$ cat src/rtl/mem_arbiter.sv
// Two-master (fetch/load-store) to one-slave memory arbiter.
// Registered grant, dmem priority, bounded dmem streak while fetch waits.
module mem_arbiter #(
    parameter int unsigned RISCV_ADDR_WIDTH = 32,
    parameter int unsigned RISCV_WORD_WIDTH = 32,
    parameter int unsigned MAX_D_STREAK     = 4
) (
    input  logic                        clk,
    input  logic                        rst_n,
    input  logic                        imem_valid_i,
    output logic                        imem_ready_o,
    input  logic [RISCV_ADDR_WIDTH-1:0] imem_addr_i,
    input  logic [RISCV_WORD_WIDTH-1:0] imem_wdata_i,
    input  logic [3:0]                  imem_we_i,
    output logic [RISCV_WORD_WIDTH-1:0] imem_rdata_o,
    input  logic                        dmem_valid_i,
    output logic                        dmem_ready_o,
    input  logic [RISCV_ADDR_WIDTH-1:0] dmem_addr_i,
    input  logic [RISCV_WORD_WIDTH-1:0] dmem_wdata_i,
    input  logic [3:0]                  dmem_we_i,
    output logic [RISCV_WORD_WIDTH-1:0] dmem_rdata_o,
    output logic                        mem_valid_o,
    input  logic                        mem_ready_i,
    output logic [RISCV_ADDR_WIDTH-1:0] mem_addr_o,
    output logic [RISCV_WORD_WIDTH-1:0] mem_wdata_o,
    output logic [3:0]                  mem_we_o,
    input  logic [RISCV_WORD_WIDTH-1:0] mem_rdata_i
);

    localparam logic [1:0] IDLE  = 2'd0;
    localparam logic [1:0] GNT_I = 2'd1;
    localparam logic [1:0] GNT_D = 2'd2;

    localparam logic [3:0] LP_MAX = 4'(MAX_D_STREAK);

    logic [1:0] r_state;
    logic [1:0] w_state_nxt;
    logic [3:0] r_d_streak;
    logic [3:0] w_streak_nxt;
    logic       w_arb;
    logic       w_pick_d;
    logic       w_pick_i;
    logic       w_gnt_i;
    logic       w_gnt_d;

    // Completing master's valid still counts, so a held valid chains with no bubble.
    assign w_arb    = (r_state == IDLE) || mem_ready_i;
    assign w_pick_d = dmem_valid_i && (!imem_valid_i || (r_d_streak < LP_MAX));
    assign w_pick_i = imem_valid_i && !w_pick_d;

    always_comb begin
        w_state_nxt  = r_state;
        w_streak_nxt = r_d_streak;
        if (w_arb) begin
            unique case (1'b1)
                w_pick_d: begin
                    w_state_nxt = GNT_D;
                    if (!imem_valid_i)
                        w_streak_nxt = 4'd0;
                    else if (r_d_streak >= LP_MAX)
                        w_streak_nxt = LP_MAX;
                    else
                        w_streak_nxt = r_d_streak + 4'd1;
                end
                w_pick_i: begin
                    w_state_nxt  = GNT_I;
                    w_streak_nxt = 4'd0;
                end
                default: w_state_nxt = IDLE;
            endcase
        end
    end

    always_ff @(posedge clk or negedge rst_n) begin
        if (!rst_n) begin
            r_state    <= IDLE;
            r_d_streak <= 4'd0;
        end else begin
            r_state    <= w_state_nxt;
            r_d_streak <= w_streak_nxt;
        end
    end

    assign w_gnt_i = (r_state == GNT_I);
    assign w_gnt_d = (r_state == GNT_D);

    assign mem_valid_o = (r_state != IDLE);

    always_comb begin
        mem_addr_o  = '0;
        mem_wdata_o = '0;
        mem_we_o    = 4'd0;
        if (w_gnt_i) begin
            mem_addr_o  = imem_addr_i;
            mem_wdata_o = imem_wdata_i;
            mem_we_o    = imem_we_i;
        end else if (w_gnt_d) begin
            mem_addr_o  = dmem_addr_i;
            mem_wdata_o = dmem_wdata_i;
            mem_we_o    = dmem_we_i;
        end
    end

    assign imem_ready_o = w_gnt_i && mem_ready_i;
    assign dmem_ready_o = w_gnt_d && mem_ready_i;
    assign imem_rdata_o = w_gnt_i ? mem_rdata_i : '0;
    assign dmem_rdata_o = w_gnt_d ? mem_rdata_i : '0;

endmodule

$ cat config.mk
export PLATFORM = sky130hd
export DESIGN_NAME = mem_arbiter
export DESIGN_NICKNAME = d
export VERILOG_FILES = /design/src/rtl/mem_arbiter.sv
export SDC_FILE = /design/constraint.sdc
export NUM_CORES = 1
export LEC_CHECK = 0
export ABC_AREA = 1
export BUFFER_PORTS_ARGS = -buffer_cell sky130_fd_sc_hd__buf_2
export CAP_MARGIN = 20
export CORE_AREA = 2 2 120 122
export DETAILED_ROUTE_END_ITERATION = 10
export DIE_AREA = 0 0 122 124
export PLACE_DENSITY = 0.52
export SYNTH_ARGS = -nofsm -noshare
export SYNTH_HDL_FRONTEND = slang
export SYNTH_SLANG_ARGS = --single-unit
export TNS_END_PERCENT = 1
$ cat constraint.sdc
create_clock -name clk -period 1.22 [get_ports clk]
set_clock_uncertainty 0.05 [all_clocks]
set_input_delay 0.305 -clock clk [delete_from_list [all_inputs] [get_ports clk]]
set_output_delay 0.305 -clock clk [all_outputs]
set_load 0.02 [all_outputs]
Yosys cells after proc, flatten, opt, wreduce, memory -nomap -nowiden
Index checks and enable logic that the tools add are counted.
W data, S select, Z words.
- add/subtract/negate cells: 1
- order comparisons: 2
- eq/ne operators: 2
- mux-type cells: 12
- reduce and logical (&&, ||, !) cells: 12
- operators with widths (operator ; number):
    $mux W32 ; 6
    $mux W4 ; 4
    $pmux W4 S2 ; 1
    $add A4 B1 Y4 const B ; 1
    $ge A4 B3 Y1 const B ; 1
    $logic_and A1 B1 Y1 ; 4
    $lt A4 B3 Y1 const B ; 1
    $pmux W2 S2 ; 1
    $reduce_bool A2 Y1 ; 2
    $eq A2 B1 Y1 const B ; 1
    $eq A2 B2 Y1 const B ; 1
    $logic_not A1 Y1 ; 2
    $logic_not A2 Y1 ; 1
    $logic_or A1 B1 Y1 ; 2
    $reduce_and A2 Y1 ; 1
- register bits: 6
- input bits: 173
- output and inout bits: 135
- word-level logic and storage cells: 31

Longest topological paths before layout
- depth after elaboration: 7
- depth in mapped cells: 6
- mapped depth without buffers: 5

Worst setup path before layout
Ideal clock, no wire load.
- path type: flip-flop to output port
- from: register r_state[0]
- to: output port dmem_rdata_o[10]
- arrival time: 1106 ps
- slack: -241 ps
- stages on the path, launching flop included: 6
- path through: dfrtp_1 > buf_6 > inv_4 > nand2_1 > buf_2 > nor2_1
- longest elaborated chain between the ends: 2
- RTL lines (item ; line ; RTL):
    start, declared ; 36 ; logic [1:0] r_state;
    start signal, assigned ; 79 ; r_state <= w_state_nxt;
    $eq A2 B2 Y1 ; 85 ; assign w_gnt_d = (r_state == GNT_D);
    $mux W32 ; 107 ; assign dmem_rdata_o = w_gnt_d ? mem_rdata_i : '0;
    end, declared ; 21 ; output logic [RISCV_WORD_WIDTH-1:0] dmem_rdata_o,
Every way passes these cells.

Worst setup path after layout
- from: register r_state[1]
- to: output port mem_wdata_o[23]
- longest elaborated chain between the ends: 3
- elaborated cells between the ends (all ways): 4
- those cells by class: eq/ne (2); mux (2)
- RTL lines (item ; line ; RTL):
    $eq A2 B2 Y1 ; 85 ;
    $mux W32 ; 97 ; end else if (w_gnt_d) begin
    $mux W32 (*) ; 93 ; if (w_gnt_i) begin
    end, declared ; 25 ; output logic [RISCV_WORD_WIDTH-1:0] mem_wdata_o,
Mark *: on every way between the ends. The rest lies on a longest branch, timed or not.

==> impl_metrics.json <==
{
  "max_slew.worst_pin.slew_ns": 0.288,
  "grt_pass1_wl_microns": 16700,
  "antenna_found_initial": 1,
  "stdcell_count": 866,
  "synth_area_sq_mm": 0.00183,
  "cts_buffer_depth": 2,
  "synth-seq-cells": 6,
  "ys.flop_type": "dfrtp_1",
  "cp-start-kind": "flip-flop",
  "ys_warn_count": 0,
  "setup.worst_path.end_class": "output pin",
  "power_leakage_nw": 2.78,
  "p_per_area_mw_per_mm2": 807,
  "wirelength_microns": 12200,
  "vias": 3718,
  "cts_htree_levels": 1,
  "r2r-end": "r_d_streak[2]$_DFFE_PN0P_",
  "ir_drop_v": 0.000382,
  "fin_area_sq_mm": 0.00510,
  "reg2reg_depth": 6,
  "place_inst": 850,
  "setup_ws_ns": -0.592,
  "cts-root-buf": "clkbuf_16",
  "io_buffers": 307,
  "worstPathArrival_ns": 1.46,
  "die_w_microns": 122,
  "layout-drive-gt1-share": 0.666,
  "r2r_slack_ns": -0.20,
  "gp_congestion": 0.828,
  "die_y_microns": 124,
  "cts_made_buffers": 3,
  "yosysSeqAreaShare": 0.0819,
  "wire_per_inst_microns": 14.1,
  "track_usage": 0.135,
  "max_cap_violations": 0,
  "r2r_start": "r_state[0]$_DFFE_PN0P_",
  "synth_fp_nets": 548,
  "postRouteAntennaNets": 0,
  "first_global_vias": 3404,
  "viasPerCell": 4.29,
  "worstPathMaxFanout": 13,
  "drt-pass1-iter-count": 6,
  "synthArstFlopShare": 1.00,
  "clock-sinks": 6,
  "finalHoldViolCount": 0,
  "worstSetupEndpoint": "mem_wdata_o[23]",
  "fin_nets": 860,
  "grt_setup_unrepaired": "true",
  "min_period_ns": 1.81,
  "slew_violations": 0,
  "use_met3": 0.0224,
  "cts_tree": "built",
  "setup_viol": 141,
  "rows": 43,
  "synth_cell_type_count": 18,
  "final_util": 0.372,
  "overflow": 0,
  "violations": "setup timing",
  "synth.avg_cell_area_sq_um": 4.90,
  "fmax_mhz": 552,
  "grt_max_degree": 55,
  "dp_hpwl_microns": 8800,
  "crit_path_start": "r_state[1]$_DFFE_PN0P_",
  "finalCritPeriodShare": 1.48,
  "pre_cts_slack_ns": -0.359,
  "syn_to_final_growth_pct": 178,
  "start_util": 0.134,
  "slew_headroom": 0.807,
  "core-area_sq_mm": 0.0137,
  "worst-setup-path-type": "flip-flop to output pin",
  "drtIter0Drc": 165,
  "synth_edf_count": 0,
  "clk_latency_ns": 0.23,
  "required_ns": 0.87,
  "top_usage_layer": "met2",
  "met1_usage": 0.159,
  "hp-class": "input pin to flip-flop",
  "netlist_instances": 374,
  "die_area_sq_mm": 0.0151,
  "power.total_w": 0.00412,
  "met2_usage": 0.259,
  "clk_pin_slew_ns": 0.03,
  "dpl_cell_area_sq_mm": 0.00419,
  "status": "finished, violations left",
  "ios": 308,
  "drc": 0
}
-- layout make-up --
class                   instances  area [sq um]
diodes                          1          2.50
fillers                      1469          8620
repair inverters                1          6.26
well taps                     180           225
repair buffers                342          2520
multi-input cells             295          1950
flip-flops and latches          6           155
clock buffers                   4          78.8
inverters                      37           156
-- power breakdown --
group | internal (W) | leakage [nW] | switching, W | total [W]
registers | 0.000219 | 0.0770 | 0.0000393 | 0.000258
clock network | 0.000434 | 0.0382 | 0.000116 | 0.000550
logic | 0.00144 | 2.67 | 0.00187 | 0.00331
-- cells in the mapped netlist, types with 2 or more instances --
cell     count  area share
nand2_1     78        0.16
inv_4        2      0.0068
nand2_2      2      0.0068
dfrtp_1      6       0.082
nand4_1      3       0.010
buf_4        6       0.025
inv_1       35       0.072
nand3_1    136        0.37
o21ai_1      3      0.0082
nor2_1      67        0.14
buf_2       26       0.071
buf_6        4       0.025
-- sequential cells by signal, summed over array words and instances, names as in the netlist --
name / flops
r_d_streak: 4
r_state: 2
-- what timing repair did --
item	in CTS	in global routing
hold buffers	1	0
gates resized for setup	135	81
endpoints found under the setup margin	139	141
setup buffers	3	4
endpoints found under the hold margin	6	0
pin swaps	15	17
gates cloned	1	3
-- kinds of logic after synthesis --
| family | synth area share |
|---|---|
| AND/OR/NAND/NOR | 0.689 |
| buffers and inverters | 0.199 |
| AO/OA/AOI/OAI | 0.0239 |
| adder cells (fa/ha/maj) | 0.00682 |
| flip-flops | 0.0819 |
-- routing by layer --
metal | wire (microns) | part of all wire
met4 | 105 | 0.0086
met1 | 4490 | 0.37
met5 | 0 | 0
met3 | 1040 | 0.085
met2 | 6600 | 0.54
-- how the worst min path moves through the flow --
stage,cells past startpoint,endpoint,slack [ns],start
after CTS,3,r_d_streak[2]$_DFFE_PN0P_,0.33,imem_valid_i
after global routing,3,r_d_streak[0]$_DFFE_PN0P_,0.34,imem_valid_i
after detailed placement,1,r_d_streak[0]$_DFFE_PN0P_,0.1,rst_n
final,3,r_d_streak[0]$_DFFE_PN0P_,0.33,imem_valid_i
after floorplan,0,r_d_streak[0]$_DFFE_PN0P_,-0.04,rst_n
after global placement,1,r_d_streak[3]$_DFFE_PN0P_,0.1,rst_n
-- cell usage in the layout (no fill, tap or decap), types with 3 or more instances in the layout --
cell / n
nor2_1: 5
nand3_2: 18
buf_2: 201
buf_6: 79
dfrtp_1: 4
buf_4: 49
clkbuf_16: 5
nand2_2: 23
o21ai_1: 3
buf_12: 10
nand3_1: 118
inv_1: 35
nand2_1: 55
nand4_1: 3
nor2_4: 61
-- critical path: stages, from the launching register on --
cell	delay, ns
dfrtp_4	0.57
buf_6	0.16
clkbuf_16	0.18
nand3_1	0.10
nand2_2	0.08
buf_6	0.14
-- per-stage QoR --
step                hold slack, ns  setup TNS (ns)
floorplan                  -0.0406          -11.95
global placement            0.0954          -35.81
detailed placement          0.0955          -38.17
CTS                          0.333          -70.24
global route                 0.343          -77.69
finish                       0.332          -69.87
Power figures use the tool's default switching activity.
